## src/rtl/dc_block_pkg.sv

```systemverilog
// Shared types, default widths and the saturation helper for the DC-blocker scheduler.
package dc_block_pkg;

  localparam int unsigned DW_DEF       = 8;
  localparam int unsigned AW_DEF       = 32;
  localparam int unsigned DIV_LOG2_DEF = 16;
  localparam int unsigned KW           = 5;

  typedef enum logic [2:0] {
    IDLE,
    CAP,
    UPD_I,
    UPD_Q,
    DONE
  } state_e;

  // Clamp a signed value to the range of a w-bit two's-complement number.
  function automatic logic signed [31:0] sat_s(input logic signed [31:0] y,
                                               input int unsigned        w);
    logic signed [31:0] hi;
    logic signed [31:0] lo;
    hi = (32'sd1 <<< (w - 32'd1)) - 32'sd1;
    lo = -(32'sd1 <<< (w - 32'd1));
    if (y > hi) return hi;
    if (y < lo) return lo;
    return y;
  endfunction

endpackage

```

## src/rtl/dcb_alu.sv

```systemverilog
// Shared subtract/saturate/accumulate step of the leaky DC blocker.
module dcb_alu
  import dc_block_pkg::*;
#(
  parameter int unsigned DW = DW_DEF,
  parameter int unsigned AW = AW_DEF
) (
  input  logic signed [DW-1:0] x_i,
  input  logic signed [AW-1:0] acc_i,
  input  logic [KW-1:0]        k_i,
  output logic signed [DW-1:0] y_o,
  output logic signed [AW-1:0] acc_next_o
);

  localparam int unsigned KMAX = AW - DW;

  logic signed [DW-1:0] lvl;
  logic signed [DW:0]   y;
  logic signed [AW-1:0] y_ext;
  logic [31:0]          shamt;

  // Remove the current DC level, saturate the result, and leak it into the accumulator.
  always_comb begin
    lvl        = acc_i[AW-1 -: DW];
    y          = (DW+1)'(x_i) - (DW+1)'(lvl);
    y_o        = DW'(sat_s(32'(y), DW));
    y_ext      = AW'(y);
    shamt      = 32'(KMAX) - 32'(k_i);
    acc_next_o = acc_i + (y_ext <<< shamt);
  end

endmodule

```

## src/rtl/dc_block_sched.sv

```systemverilog
// Time-multiplexed I/Q DC-blocking filter: tick divider, sequencer, per-channel accumulators.
module dc_block_sched
  import dc_block_pkg::*;
#(
  parameter int unsigned DW       = DW_DEF,
  parameter int unsigned AW       = AW_DEF,
  parameter int unsigned DIV_LOG2 = DIV_LOG2_DEF
) (
  input  logic                 clk,
  input  logic                 rst,
  input  logic signed [DW-1:0] i_in,
  input  logic signed [DW-1:0] q_in,
  input  logic [KW-1:0]        cfg_shift,
  input  logic                 freeze,
  output logic signed [DW-1:0] i_out,
  output logic signed [DW-1:0] q_out,
  output logic                 out_valid,
  output logic                 overrun
);

  localparam int unsigned KMAX = AW - DW;

  logic [DIV_LOG2-1:0]  cnt_q;
  logic                 tick;
  state_e               state_q;
  state_e               state_d;
  logic signed [DW-1:0] xi_q;
  logic signed [DW-1:0] xq_q;
  logic [KW-1:0]        k_q;
  logic [KW-1:0]        k_clamp;
  logic                 frz_q;
  logic signed [AW-1:0] dci_q;
  logic signed [AW-1:0] dcq_q;
  logic signed [DW-1:0] i_out_q;
  logic signed [DW-1:0] q_out_q;
  logic                 out_valid_q;
  logic                 overrun_q;
  logic signed [DW-1:0] alu_x;
  logic signed [AW-1:0] alu_acc;
  logic signed [DW-1:0] alu_y;
  logic signed [AW-1:0] alu_acc_next;

  assign tick    = &cnt_q;
  assign k_clamp = (32'(cfg_shift) > KMAX) ? KW'(KMAX) : cfg_shift;

  assign i_out     = i_out_q;
  assign q_out     = q_out_q;
  assign out_valid = out_valid_q;
  assign overrun   = overrun_q;

  // Free-running divider; tick fires when the counter is all ones.
  always_ff @(posedge clk) begin
    if (rst) cnt_q <= '0;
    else     cnt_q <= cnt_q + DIV_LOG2'(1);
  end

  // Sequencer state register.
  always_ff @(posedge clk) begin
    if (rst) state_q <= IDLE;
    else     state_q <= state_d;
  end

  // Next state and ALU operand selection (Q pair only during UPD_Q).
  always_comb begin
    state_d = state_q;
    alu_x   = xi_q;
    alu_acc = dci_q;
    case (state_q)
      IDLE:    if (tick) state_d = CAP;
      CAP:     state_d = UPD_I;
      UPD_I:   state_d = UPD_Q;
      UPD_Q:   state_d = DONE;
      DONE:    state_d = IDLE;
      default: state_d = IDLE;
    endcase
    if (state_q == UPD_Q) begin
      alu_x   = xq_q;
      alu_acc = dcq_q;
    end
  end

  dcb_alu #(
    .DW(DW),
    .AW(AW)
  ) u_alu (
    .x_i       (alu_x),
    .acc_i     (alu_acc),
    .k_i       (k_q),
    .y_o       (alu_y),
    .acc_next_o(alu_acc_next)
  );

  // Capture samples and per-tick configuration.
  always_ff @(posedge clk) begin
    if (rst) begin
      xi_q  <= '0;
      xq_q  <= '0;
      k_q   <= '0;
      frz_q <= 1'b0;
    end else if (state_q == CAP) begin
      xi_q  <= i_in;
      xq_q  <= q_in;
      k_q   <= k_clamp;
      frz_q <= freeze;
    end
  end

  // Per-channel output and accumulator update; accumulators hold while frozen.
  always_ff @(posedge clk) begin
    if (rst) begin
      dci_q   <= '0;
      dcq_q   <= '0;
      i_out_q <= '0;
      q_out_q <= '0;
    end else begin
      if (state_q == UPD_I) begin
        i_out_q <= alu_y;
        if (!frz_q) dci_q <= alu_acc_next;
      end
      if (state_q == UPD_Q) begin
        q_out_q <= alu_y;
        if (!frz_q) dcq_q <= alu_acc_next;
      end
    end
  end

  // Completion pulse and sticky overrun flag for ticks arriving mid-sequence.
  always_ff @(posedge clk) begin
    if (rst) begin
      out_valid_q <= 1'b0;
      overrun_q   <= 1'b0;
    end else begin
      out_valid_q <= (state_d == DONE);
      if (tick && (state_q != IDLE)) overrun_q <= 1'b1;
    end
  end

endmodule

```

## config.mk

```make
export PLATFORM = sky130hd
export DESIGN_NAME = dc_block_sched
export DESIGN_NICKNAME = d
export VERILOG_FILES = /design/src/rtl/dc_block_pkg.sv /design/src/rtl/dcb_alu.sv /design/src/rtl/dc_block_sched.sv
export SDC_FILE = /design/constraint.sdc
export NUM_CORES = 1
export LEC_CHECK = 0
export ABC_AREA = 1
export CAP_MARGIN = 15
export CORE_MARGIN = 1.5
export CORE_UTILIZATION = 40
export CTS_CLUSTER_SIZE = 40
export DETAILED_ROUTE_END_ITERATION = 10
export PLACE_DENSITY_LB_ADDON = 0.3
export SYNTH_ARGS = -nofsm -noshare
export SYNTH_HDL_FRONTEND = slang
export SYNTH_SLANG_ARGS = --single-unit
```

## constraint.sdc

```tcl
create_clock -name clk -period 4.4 [get_ports clk]
set_input_delay 1.1 -clock clk [delete_from_list [all_inputs] [get_ports clk]]
set_output_delay 1.1 -clock clk [all_outputs]
set_load 0.01 [all_outputs]
```

==> run summary <==
Leading area contributor after synthesis -> dfxtp_1
Number of I/O pins -> 42
Failing checks -> setup timing
Critical Setup Path Class -> register to register
Compound-Gate Fraction of Synth Area -> 21.9%
Critical Path Source Type -> register
Total track usage -> 23.8%
Setup Skew -> 0.0121 ns
Synth Cell Area -> 8230 um2
Detail Route met3 WL -> 1020 um
Pleak -> 0.00571 uW
CTS max path bufs -> 2
DRC -> 0
Post-route insts no fill -> 1761
Avg Vias per Cell -> 5.09
Synthesized area per cell -> 6.56 um2
Yosys reg bits -> 123
Crit Path Max Fanout -> 6
Antenna Violating Nets Remaining -> 0
Area contributors post-synth -> dfxtp_1 (30%), nand2_1 (9.1%), inv_1 (8.3%)
Wire length per cell -> 14.8 um
Post-CTS Hold Fix Bufs -> 0
Tot Pwr -> 2590 uW
Final worst slack -> -0.378 ns
Critical Path RT -> 4.73 ns
Post-Synth Adder-Cell Area -> 6.72%
Post-detail-place hpwl -> 17600 um
First-pass GRT wire length -> 41300 um
Multi-input logic area -> 5870 um2
Multiplexer share of the synthesized area -> 0.243%
Largest net degree at the start of global routing -> 56
Yosys cell types -> 54
PD cells -> 213 nW/um2
Slew Viols, Final -> 0
Area share of and/or/nand/nor cells after synthesis -> 26.6%
Final Cycle Share -> 109%
CTS tree -> built
Register area -> 2460 um2
Share of cells above drive strength 1 -> 33.1%
Sequential share of the synthesized area -> 29.9%
Worst setup EP type -> register
Fmax -> 209 MHz
Antenna diodes -> 0
Port Buffers -> 41
Iter 0 DRT Violations -> 536
# rows -> 52
CP max-delay cell -> dfxtp_2
M1 wire length -> 11400 um
Yosys top cell area share -> 29.9%
Worst Hold Class -> register to register
H-tree depth -> 4
Starting Density -> 40.7%
Post-synth ARST share -> 0%
Critical path's top delay family -> compound AO/OA/AOI/OAI gates
Syn nets -> 1321
Crit path time final -> 4.78 ns
Die area -> 21400 um2
Status -> finished with violations
Placed Cells -> 1688
Routability cong. -> 0.977
Clock Sinks -> 123
Top Layer Used -> met4
Core area -> 20200 um2
WL final -> 26100 um
Pre-antenna DRT Iters -> 5
Unrepaired setup endpoints after global routing -> true
Synth Area in XOR/XNOR -> 2.61%
Synthesized instance count -> 1254
CTS clk-pin slew, worst paths -> 0.07 ns
Dpl ws -> -0.801 ns
Util after Layout -> 60.2%
Main synth FF type -> dfxtp_1
Congestion Overflow GR -> 0
Met2 WL -> 12900 um
Fillers -> 1780
Worst-Skew Late Latency -> 0.44 ns
Slew headroom -> 33.1%
CTS Root Cell -> clkbuf_16
CTS buffer count -> 17
Max-cap violations -> 0
Endpoints failing setup -> 45
Critical Path AT -> 5.11 ns
Area grow syn2layout -> 47.9%
Max stage delay on crit path -> 0.33 ns
Die width -> 146 um
Syn. warnings -> 0
Die height -> 146 um
Final net count -> 1545
Hold Vio Cnt, Final -> 0
EDFF count, synth -> 0
Worst-margin pin slew -> 1.00 ns
Antenna violations before repair -> 0
Buf/Inv on CP -> 9
Peak VDD IR -> 0.220 mV
Largest family of logic cells by synthesized area -> simple AND/OR/NAND/NOR gates
Total number of vias -> 8963
Worst hold margin -> 0.464 ns
Vias in the first global route -> 8548
## what timing repair did
item,CTS,global route
pin swaps,62,59
cloned,1,0
gates resized for setup,183,103
hold endpoints to repair,0,0
setup buffers,35,15
setup endpoints to repair,52,54
## worst register-to-register path: cells and delay by family, from the launching register on
family	cells	cell delay (ns)
AOI/OAI and AO/OA	13	1.90
DFF	1	0.33
adders and majority gates	2	0.48
buffers and inverters	9	1.06
and+or+nand+nor	9	0.94
## sequential cells by signal, summed over array words and instances, names as in the netlist
register   cells
frz_q          1
cnt_q         16
out_valid      1
overrun        1
dci_q         32
xi_q           8
xq_q           8
k_q            5
i_out          8
q_out          8
state_q        3
dcq_q         32
## cells in the final DEF (no fill, tap or decap), types with 12 or more instances in the layout
cell / netlist / routed
ha_1: 41 / 26
buf_6: 2 / 22
a21oi_1: 107 / 78
nor2_1: 154 / 138
ha_4: 0 / 13
clkbuf_16: 0 / 17
dfxtp_1: 123 / 121
o21ai_0: 125 / 93
buf_4: 3 / 188
nand3_1: 60 / 41
a21oi_2: 2 / 20
clkdlybuf4s50_1: 0 / 40
nor2_2: 7 / 15
nand2_2: 12 / 28
o21ai_2: 7 / 26
nand2_1: 199 / 171
inv_2: 17 / 28
o21ai_1: 24 / 33
inv_1: 182 / 167
nand2_4: 1 / 12
nand3_2: 11 / 27
o211ai_1: 27 / 27
nand4_1: 12 / 12
## per-layer routing
metal,vias to the layer above,GRT usage (%)
met1,4144,30.0
met5,-,0
met3,57,3.50
met2,212,41.0
li1,4550,-
met4,0,8.69
## cells in the mapped netlist (4+ instances only)
master and n:
or2_1 7, nand4_1 12, o21ai_1 24, xnor2_1 10
o21a_1 7, nand2_2 12, buf_2 5, nor3_1 12
dfxtp_1 123, ha_1 41, a31oi_1 4, o21ai_0 125
nor2_2 7, clkbuf_1 36, nand3_1 60, nor2_1 154
o211ai_1 27, inv_1 182, o21ai_2 7, nand3_2 11
inv_2 17, a21oi_1 107, a21o_1 5, xor2_1 9
nand2_1 199
## final timing paths
check / from / end / slack (ns) / cells after the start
worst max-delay path: state_q[1]$_SDFF_PP0_ / dcq_q[17]$_SDFFE_PP0P_ / -0.38 / 33
worst min-delay path: cnt_q[15]$_SDFF_PP0_ / cnt_q[15]$_SDFF_PP0_ / 0.46 / 1
worst max register to register: state_q[1]$_SDFF_PP0_ / dcq_q[17]$_SDFFE_PP0P_ / -0.38 / 33
worst min register to register: cnt_q[15]$_SDFF_PP0_ / cnt_q[15]$_SDFF_PP0_ / 0.46 / 1
## final cells by class
class,instances,share of cell area [%]
tap,270,2.78
timing repair inverter,1,0.0617
clock inverter,15,1.45
sequential,123,20.2
inverter,201,6.32
multi-input combinational,880,48.2
timing repair buffer,254,17.4
clock buffer,17,3.49
## logic make-up (layout without fill, tap and decap cells)
kind of cell    after synthesis  after routing
compound gates              322            322
xor+xnor                     22             22
fa+ha+maj                    43             43
buf+inv                     251            488
flops                       123            123
mux                           2              2
simple gates                491            491
## report_power, final
group / leakage [uW] / switching [uW] / internal [uW]
logic: 0.00443 / 26.3 / 23.6
clock network: 0.000293 / 660 / 763
registers: 0.000992 / 1.79 / 1120
total: 0.00571 / 688 / 1900
## stage by stage
step / setup TNS (ns) / instance area (um2)
after CTS: -9.54 / 11700
after global placement: -24.82 / 10100
after global routing: -24.16 / 12200
final: -10.25 / 12200
after floorplan: -0.0272 / 8260
after detailed placement: -28.31 / 10100
(Power assumes the default switching activity.)
